--- src/rtl/sdram_arb.sv ---
// Two-master (CPU / DMA) round-robin front end for the SDRAM controller.
// Each grant becomes one fixed-length controller machine cycle with a one-clock ack.
module sdram_arb #(
  parameter int CYCLE_LEN = 16,
  parameter int RD_SAMPLE = 9
) (
  input  logic        clk_in,
  input  logic        rst,
  input  logic        cpu_req,
  input  logic        cpu_wr,
  input  logic [23:0] cpu_addr,
  input  logic [15:0] cpu_wdata,
  output logic [15:0] cpu_rdata,
  output logic        cpu_ack,
  input  logic        dma_req,
  input  logic        dma_wr,
  input  logic [23:0] dma_addr,
  input  logic [15:0] dma_wdata,
  output logic [15:0] dma_rdata,
  output logic        dma_ack,
  output logic        as,
  output logic        csn,
  output logic        nwr,
  output logic [23:0] ad,
  output logic [15:0] din,
  input  logic [15:0] sd_dout
);

  typedef enum logic [1:0] {IDLE, SLOT, ACK} state_t;

  localparam logic [4:0] LAST   = 5'(CYCLE_LEN - 1);
  localparam logic [4:0] SAMPLE = 5'(RD_SAMPLE);

  state_t      state_q;
  logic [4:0]  cnt_q;
  logic        as_q, csn_q, nwr_q;
  logic [23:0] ad_q;
  logic [15:0] din_q;
  logic [15:0] cpu_rdata_q, dma_rdata_q;
  logic        cpu_ack_q, dma_ack_q;
  logic        grant_q;       // 0 = CPU, 1 = DMA
  logic        last_grant_q;
  logic        grant_d;

  // DMA wins only when alone, or on a tie when the CPU had the previous slot.
  assign grant_d = dma_req & (~cpu_req | ~last_grant_q);

  always_ff @(posedge clk_in or posedge rst) begin
    if (rst) begin
      state_q      <= IDLE;
      cnt_q        <= '0;
      as_q         <= 1'b0;
      csn_q        <= 1'b1;
      nwr_q        <= 1'b1;
      ad_q         <= '0;
      din_q        <= '0;
      cpu_rdata_q  <= '0;
      dma_rdata_q  <= '0;
      cpu_ack_q    <= 1'b0;
      dma_ack_q    <= 1'b0;
      grant_q      <= 1'b0;
      last_grant_q <= 1'b1;
    end else begin
      cpu_ack_q <= 1'b0;
      dma_ack_q <= 1'b0;
      case (state_q)
        IDLE: begin
          if (cpu_req | dma_req) begin
            grant_q      <= grant_d;
            last_grant_q <= grant_d;
            ad_q         <= grant_d ? dma_addr : cpu_addr;
            nwr_q        <= ~(grant_d ? dma_wr : cpu_wr);
            din_q        <= grant_d ? dma_wdata : cpu_wdata;
            csn_q        <= 1'b0;
            as_q         <= 1'b1;
            cnt_q        <= '0;
            state_q      <= SLOT;
          end
        end
        SLOT: begin
          as_q  <= 1'b0;
          cnt_q <= cnt_q + 5'd1;
          if (cnt_q == SAMPLE && nwr_q) begin
            if (grant_q) dma_rdata_q <= sd_dout;
            else         cpu_rdata_q <= sd_dout;
          end
          if (cnt_q == LAST) begin
            csn_q     <= 1'b1;
            nwr_q     <= 1'b1;
            cpu_ack_q <= ~grant_q;
            dma_ack_q <= grant_q;
            state_q   <= ACK;
          end
        end
        ACK: begin
          // Requests are not sampled here, so the just-acked master cannot retrigger early.
          state_q <= IDLE;
        end
        default: state_q <= IDLE;
      endcase
    end
  end

  assign as        = as_q;
  assign csn       = csn_q;
  assign nwr       = nwr_q;
  assign ad        = ad_q;
  assign din       = din_q;
  assign cpu_rdata = cpu_rdata_q;
  assign dma_rdata = dma_rdata_q;
  assign cpu_ack   = cpu_ack_q;
  assign dma_ack   = dma_ack_q;

endmodule

--- config.mk ---
export PLATFORM = sky130hd
export DESIGN_NAME = sdram_arb
export DESIGN_NICKNAME = d
export VERILOG_FILES = /design/src/rtl/sdram_arb.sv
export SDC_FILE = /design/constraint.sdc
export NUM_CORES = 1
export LEC_CHECK = 0
export ABC_AREA = 1
export BUFFER_PORTS_ARGS = -buffer_cell sky130_fd_sc_hd__buf_4
export CAP_MARGIN = 20
export CELL_PAD_IN_SITES_DETAIL_PLACEMENT = 2
export CELL_PAD_IN_SITES_GLOBAL_PLACEMENT = 2
export CORE_MARGIN = 2
export CORE_UTILIZATION = 27
export DETAILED_ROUTE_END_ITERATION = 10
export PLACE_DENSITY = 0.81
export SLEW_MARGIN = 20
export SYNTH_ARGS = -nofsm -noshare
export SYNTH_HDL_FRONTEND = slang
export SYNTH_SLANG_ARGS = --single-unit
--- constraint.sdc ---
create_clock -name clk_in -period 8.76 [get_ports clk_in]
set_input_delay 1.752 -clock clk_in [delete_from_list [all_inputs] [get_ports clk_in]]
set_output_delay 1.752 -clock clk_in [all_outputs]
set_load 0.02 [all_outputs]
Yosys cells after proc, flatten, opt, wreduce, memory -nomap -nowiden
Index checks and enable logic that the tools add are counted.
{"block": "word_totals", "ff_bits": 86, "wordCells": 54}
{"block": "classes", "reduce_logical": 9, "n_mux": 19, "eq_ne": 5, "addsub": 1, "bitwise": 7}
{"op": "$mux W24", "count": 1}
{"op": "$mux W16", "count": 1}
{"op": "$eq A5 B4 Y1 const B", "count": 2}
{"op": "$pmux W5 S2", "count": 1}
{"op": "$mux W1", "count": 9}
{"op": "$reduce_and A3 Y1", "count": 3}
{"op": "$pmux W1 S2", "count": 3}
{"op": "$reduce_and A2 Y1", "count": 3}
{"op": "$add A5 B1 Y5 const B", "count": 1}
{"op": "$mux W5", "count": 1}
{"op": "$mux W2", "count": 2}
{"op": "$ne A2 B2 Y1 const B", "count": 2}
{"op": "$not A1 Y1", "count": 4}
{"op": "$pmux W2 S2", "count": 1}
{"op": "$eq A2 B1 Y1 const B", "count": 1}
{"op": "$logic_not A2 Y1", "count": 1}
{"op": "$or A1 B1 Y1", "count": 2}
{"op": "$reduce_bool A2 Y1", "count": 1}
{"op": "$and A1 B1 Y1", "count": 1}
{"op": "$logic_and A1 B1 Y1", "count": 1}

Depth between registers and ports, before layout
Gate-level depths: netlist (run 1).
{"block": "depth", "depth_word": 7, "mapped_depth": 8, "depth_no_buf": 8}

Least setup slack after synthesis (run 1)
Ideal clock, no wire load.
{"block": "synth_path", "path_kind": "in2reg", "from": "input cpu_req", "to": "register state_q[0]", "arrival_ps": 2310, "path_slack_ps": 6322, "t_required_ps": 8633, "path_stages": 4, "cell_sequence": "o21ai_1 buf_4 buf_4 o21ai_0"}
{"block": "synth_between", "elab_chain_cells": 3}
{"item": "start, declared", "line": "9", "rtl": "input logic cpu_req,"}
{"item": "$or A1 B1 Y1", "line": "68", "rtl": "if (cpu_req | dma_req) begin"}
{"item": "$ne A2 B2 Y1 (no line)"}
{"item": "$reduce_and A2 Y1 (no line)"}
{"item": "end signal, assigned", "line": "77", "rtl": "state_q <= SLOT;"}
{"item": "end signal, assigned", "line": "92", "rtl": "state_q <= ACK;"}
{"item": "end signal, assigned", "line": "97", "rtl": "state_q <= IDLE;"}
{"item": "end, declared", "line": "34", "rtl": "state_t state_q;"}
Every way passes these cells.
A chain may end at the register's enable or synchronous reset.

Worst setup path after layout (run 1)
{"block": "layout_path", "from": "input cpu_req", "to": "register ad_q[12] (netlist: ad[12])"}
{"block": "layout_between", "elab_chain_cells": 4, "word_cells_on_any_way": 6, "classes_between": "1 x mux; 4 x bitwise; 1 x reduce/logical"}
{"item": "$not A1 Y1", "line": "46", "rtl": "assign grant_d = dma_req & (~cpu_req | ~last_grant_q);"}
{"item": "$or A1 B1 Y1", "line": "46"}
{"item": "$and A1 B1 Y1", "line": "46"}
{"item": "$mux W24", "line": "71", "rtl": "ad_q <= grant_d ? dma_addr : cpu_addr;"}
{"item": "end signal, assigned", "line": "71"}
{"item": "end, declared", "line": "37", "rtl": "logic [23:0] ad_q;"}
Several ways; a longest one is shown, not always the timed one.

==> results of run 1 <==
## cells by family (layout without fill, tap and decap cells)
kind of cell	count (synthesis)	in the layout	share of synthesized area
flip-flops	86	86	0.5366
buffers and inverters	79	251	0.08907
AND/OR/NAND/NOR	298	298	0.3052
adder cells (fa/ha/maj)	3	3	0.009344
AO/OA/AOI/OAI	48	48	0.05979
## critical path, stage by stage
cell and delay, ns:
buf_4 0.11, nand2_1 0.10, nand2_2 0.12, buf_4 0.62, nand2_1 0.12, nand2_1 0.11
o21ai_1 0.07
## worst max path at each step
| stage | slack [ns] | startpoint | cells past startpoint | to |
|---|---|---|---|---|
| after floorplan | 4.79 | rst | 1 | ad[0] |
| after global placement | 5.57 | dma_req | 5 | ad[16] |
| after detailed placement | 5.48 | dma_req | 5 | ad[12] |
| after CTS | 5.85 | dma_req | 5 | ad[12] |
| after global routing | 5.72 | cpu_req | 7 | ad[18] |
| final | 5.92 | cpu_req | 7 | ad[12] |
## power groups by stage
stage               Sequential [W]  Clock, W  Combinational (W)
finish                    0.000710  0.000419           0.000940
global route              0.000738  0.000448            0.00103
CTS                       0.000714  0.000434           0.000957
global placement          0.000704         0           0.000916
detailed placement        0.000716         0           0.000956
floorplan                 0.000894         0           0.000341
## cell type report
type | instances | share of cell area
flip-flops and latches | 86 | 0.3709
multi-input cells | 349 | 0.2616
repair buffers | 182 | 0.2372
clock buffers | 10 | 0.04112
well taps | 184 | 0.03961
inverters | 54 | 0.03509
clock inverters | 5 | 0.01442
## registers in the layout (all words and copies together), names as in the netlist
name and flops:
dma_ack 1, grant_q 1, cnt_q 5, csn 1, cpu_rdata 16, as 1, nwr 1, ad 24
din 16, dma_rdata 16, cpu_ack 1, state_q 2, last_grant_q 1
## metrics by stage
step	total power (W)	util	instance area, sq um	hold slack, ns
floorplan	0.001235	-	4018	0.4423
global route	0.002216	0.3999	5812	0.4959
finish	0.002070	0.3999	5812	0.4685
global placement	0.001620	0.3763	5469	0.4546
detailed placement	0.001672	0.3763	5469	0.4636
CTS	0.002105	0.3985	5792	0.4755
## placed cells by master, fill, tap and decap left out
cell type   instances
dfstp_2             3
inv_2               1
bufinv_16           2
or2_2               1
nor2_4              3
nor2_8              1
clkinv_4            1
ha_1                3
nand2_2             3
inv_1              52
o21ai_4             1
dfrtp_1            83
buf_12              1
a21oi_1             1
nand4_1             1
o21ai_1            38
clkinvlp_4          2
nor2_1             46
clkbuf_16           9
nand2_1           199
nand2_4             1
buf_4             181
clkbuf_8            1
clkinv_2            1
nand3_1            43
o21ai_0             8
## layer usage
metal | vias to the layer above | track usage
li1 | 1908 | -
met1 | 1956 | 0.2098
met2 | 137 | 0.3201
met3 | 18 | 0.06032
met4 | 0 | 0.05882
met5 | - | 0
==> metrics.txt, run 1 <==
final hold violation count 0; Mapped Nets between 600 and 700; CTS Buf Count 9; Setup Skew about 0.0081 ns; asr flop ratio synth 1.000; RSZ-0062 raised after global routing no; Max Slew Vio Count 0; antenna cell count 0; setup violators final 0; Pint around 0.0012 W; Clk pwr share 0.203; count leader, synth nand2_1; fmax 352.2 MHz; synthesized flop and latch total 86; P per Cell Area roughly 360 mW/mm^2; Yosys warnings 0; Commonest cells post-synth nand2_1, dfrtp_1, inv_1, nor2_1, nand3_1; post-synth top area share 0.5170; met3 WL ~1200 um; Mean Syn Cell Area approximately 7.8 sq um; Worst-path clk slew ~0.06 ns; post-detail-place hpwl 10480 um; RePlAce Congestion ~0.75; Layout area overhead 44.66%; deepest clock path buffer count 2; combinational fraction of design power 0.454; layout cells sized above 1 0.3090; Rows 44; DRT iter0 DRCs roughly 130; Req. time, crit path between 8 and 9 ns; DRT met1 WL about 5800 um; Rel. slew slack 0.4720; grt total ovfl 0; synth top area cells dfrtp_1, nand2_1, nand3_1; Max Cap Viol 0; Max IR drop VDD 0.1133 mV; worst setup path class in -> reg; vias in the first global route ~4500; setup bufs post-CTS 0; critical path peak fanout 77; Layout Cells excl Fill just under 900; Mapped Cells between 500 and 600; FILL cells 1706; first-pass detailed-route iteration total 8; Main synth FF type dfrtp_1; first-pass GRT wire length between 20000 and 25000 um; top sig layer met4; multi-input combinational cell area 0.001520 sq mm; largest net degree at the start of global routing between 70 and 80; Psw around 0.00086 W; leakage 3.121 nW; hold wc startpoint csn; Residual DRC 0; Setup TNS Final 0 ns; worst r2r src cnt_q[1]; Setup Slack @ Placement 5.479 ns; storage element area roughly 0.0022 sq mm; post_cts resized 0; Hold Path Class reg -> reg; flop2flop setup slack ~6.6 ns; worst r2r dst cpu_rdata[11]; CP Capture Type flip-flop; Startpoint Class input port; Routed WL around 14000 um; Seq pwr share 0.343; CTS root buf clkbuf_16; met2 WL ~7000 um; Core Box Area 0.01453 sq mm; Slew @ Worst Pin between 0.7 and 0.8 ns; Seq/Total Area, Yosys 0.5366; Hold Buf Count CTS 0; Netlist cell types 22; biggest area consumer among synthesized cells dfrtp_1; R2R cell count 7; worst skew pair latency roughly 0.34 ns; chip width 126.0 um; CTS tree built; Netlist Area Pre-Place 0.004018 sq mm; fin crit period approximately 2.8 ns; Critical Path AT between 3 and 4 ns; switching portion of total power 0.4159; Global Route Usage Sum 0.1823; via count about 4000; run status complete, no violations; IO Pins around 180; count of port buffers added during placement 178; DRT antenna net count 0; Initial Util 0.2764; Die Ht 126.0 um; number of synthesized flops with an enable pin 0; Nets 787; DR vias/cell 4.620; # clock sinks 86; setup ws final slightly below 6 ns; die area about 0.016 sq mm; wire length per cell around 16 um; H-tree depth 3; Cells after DPL between 800 and 900; initial antenna violation count 0; hold endpoint csn; hold depth 2; Tcrit/Tclk final 0.3241
No activity file was read; power rests on OpenSTA's default activity.
==> run 2, diff against run 1 <==
--- a/config.mk
+++ b/config.mk
@@ -11,9 +11,9 @@
 export CELL_PAD_IN_SITES_DETAIL_PLACEMENT = 2
 export CELL_PAD_IN_SITES_GLOBAL_PLACEMENT = 2
 export CORE_MARGIN = 2
-export CORE_UTILIZATION = 27
+export CORE_UTILIZATION = 23
 export DETAILED_ROUTE_END_ITERATION = 10
-export PLACE_DENSITY = 0.81
+export PLACE_DENSITY = 0.74
 export SLEW_MARGIN = 20
 export SYNTH_ARGS = -nofsm -noshare
 export SYNTH_HDL_FRONTEND = slang
==> constraint.sdc (replaced) <==
create_clock -name clk_in -period 2.4 [get_ports clk_in]
set_input_delay 0.48 -clock clk_in [delete_from_list [all_inputs] [get_ports clk_in]]
set_output_delay 0.48 -clock clk_in [all_outputs]
set_load 0.02 [all_outputs]
==> run 2 against run 1 <==
  * Die area up 17%
  * Clock power grew to 3.5 times the previous value
  * Largest cell class unchanged
  * Total power grew to 3.6 times the previous value
  * Wire length grew 1.7%
  * Worst hold slack lost 0.19 ns
  * Sequential cell count stayed put
  * Final cell count increased by 5.2%
==> metrics.txt, run 2 (synthesis gave the netlist of run 1 again) <==
P per Cell Area 1275 mW/mm^2 (was 356.1 mW/mm^2); Setup Slack @ Placement 0.6599 ns (was 5.479 ns); Seq pwr share 0.347 (was 0.343); Setup TNS Final 0 ns (unchanged); Clk pwr share 0.193 (was 0.203); vias in the first global route 4537 (was 4498); Largest register FFs 24 (unchanged); largest net degree at the start of global routing 87 (was 78); Core Box Area 0.01718 sq mm (was 0.01453 sq mm); CTS Buf Count 9 (unchanged); Worst-path clk slew 0.07 ns (was 0.06 ns); Critical Path AT 1.94 ns (was 3.06 ns); RSZ-0062 raised after global routing no (unchanged); IO Pins 179 (unchanged); commonest non-fill, non-tap cells in the layout nand2_1, buf_4, dfrtp_1 (unchanged); initial antenna violation count 0 (unchanged); critical path peak fanout 17 (was 77); Rel. slew slack 0.6411 (was 0.4720); antenna cell count 0 (unchanged); post-detail-place hpwl 10850 um (was 10480 um); # clock sinks 86 (unchanged); fin crit period between 1.5 and 2 ns; Nets 790 (was 787); Routed WL 14460 um (was 14210 um); Hold Buf Count CTS 0 (unchanged); setup bufs post-CTS 0 (unchanged); DRT antenna net count 0 (unchanged); H-tree depth 3 (unchanged); combinational fraction of design power 0.460 (was 0.454); wire length per cell 15.80 um (was 16.34 um); run status complete, no violations (unchanged); Global Route Usage Sum 0.1652 (was 0.1823); DRT iter0 DRCs 110 (was 127); Die Ht 136.2 um (was 126.0 um); chip width 136.2 um (was 126.0 um); DR vias/cell 4.431 (was 4.620); Max Slew Vio Count 0 (unchanged); count of port buffers added during placement 178 (unchanged); first-pass detailed-route iteration total 4 (was 8); switching portion of total power 0.4223 (was 0.4159); final hold violation count 0 (unchanged); Layout Cells excl Fill 915 (was 870); CTS tree built (unchanged); worst skew pair latency 0.34 ns (about the same); CP Capture Type flip-flop (unchanged); Req. time, crit path 2.63 ns (was 8.98 ns); post_cts resized 0 (unchanged); worst setup path class reg -> reg (was in -> reg); fmax 583.8 MHz; Cells after DPL 899 (was 854); Layout area overhead 46.96% (was 44.66%); Initial Util 0.2339 (was 0.2764); commonest non-fill, non-tap cell in the layout nand2_1 (unchanged); leakage 3.138 nW (was 3.121 nW); Slew @ Worst Pin 0.5364 ns (was 0.7920 ns); CTS root buf clkbuf_16 (unchanged); total power 0.007527 W (was 0.002070 W); Max Cap Viol 0 (unchanged); Tcrit/Tclk final 0.7137; Rows 48 (was 44); Pint 0.004349 W (was 0.001209 W); layout cells sized above 1 0.3116 (was 0.3090); RePlAce Congestion 0.8055 (was 0.7490); via count 4054 (was 4019); Residual DRC 0 (unchanged); Hold Path Class in -> async (was reg -> reg); Setup Skew 0.008532 ns (was 0.008071 ns); die area 0.01854 sq mm (was 0.01587 sq mm); setup violators final 0 (unchanged); grt total ovfl 0 (unchanged); Startpoint Class flip-flop (was input port); deepest clock path buffer count 2 (unchanged); first-pass GRT wire length 23770 um (was 22970 um); Max IR drop VDD 0.4731 mV (was 0.1133 mV); setup ws final 0.6870 ns (was 5.921 ns); Psw 0.003178 W (was 0.0008608 W)
## run 2: power groups by stage
| stage | clock, W | sequential (W) | combinational (W) |
|---|---|---|---|
| after global placement | 0 | 0.00260 | 0.00341 |
| final | 0.00145 | 0.00261 | 0.00346 |
| after CTS | 0.00150 | 0.00263 | 0.00355 |
| after global routing | 0.00157 | 0.00271 | 0.00385 |
| after detailed placement | 0 | 0.00264 | 0.00354 |
| after floorplan | 0 | 0.00326 | 0.00125 |
## run 2: worst paths after layout
check / from / to / slack (ns) / depth (start not counted)
max: cnt_q[1] / cpu_rdata[13] / 0.69 / 7
max in group asynchronous: rst / din[6] / 1.74 / 3
max reg2reg: cnt_q[1] / cpu_rdata[13] / 0.69 / 7
min reg2reg: last_grant_q / last_grant_q / 0.48 / 2
min in group clk_in: sd_dout[0] / cpu_rdata[0] / 0.38 / 3
min: rst / cpu_rdata[7] / 0.28 / 3
## run 2: per-stage QoR
| stage | hold WS, ns | area, sq um | util |
|---|---|---|---|
| CTS | 0.3038 | 5904 | 0.3438 |
| finish | 0.2783 | 5904 | 0.3438 |
| floorplan | 0.4423 | 4021 | - |
| global route | 0.3162 | 5904 | 0.3438 |
| detailed placement | 0.4708 | 5603 | 0.3262 |
| global placement | 0.4534 | 5603 | 0.3262 |
## run 2: layout make-up
cell class / instances / area, sq um
Inverter: 54 / 206.4
Tap cell: 225 / 281.5
Clock buffer: 11 / 242.7
Sequential cell: 86 / 2156
Multi-Input combinational cell: 349 / 1520
Timing Repair Buffer: 185 / 1439
Clock inverter: 5 / 58.81
Fill cell: 2048 / 11270
## run 2: worst max-delay path, stage by stage (launching register included)
cell,delay [ns]
dfrtp_1,0.42
inv_1,0.07
ha_1,0.13
nand3_1,0.12
nor2_4,0.34
nand2_2,0.31
nand2_1,0.14
nand2_1,0.06
## run 2: routing by layer
layer,GRT usage,share of wire
met1,0.1874,0.40
met5,0,0
met3,0.06562,0.090
met2,0.2842,0.50
met4,0.05208,0.012
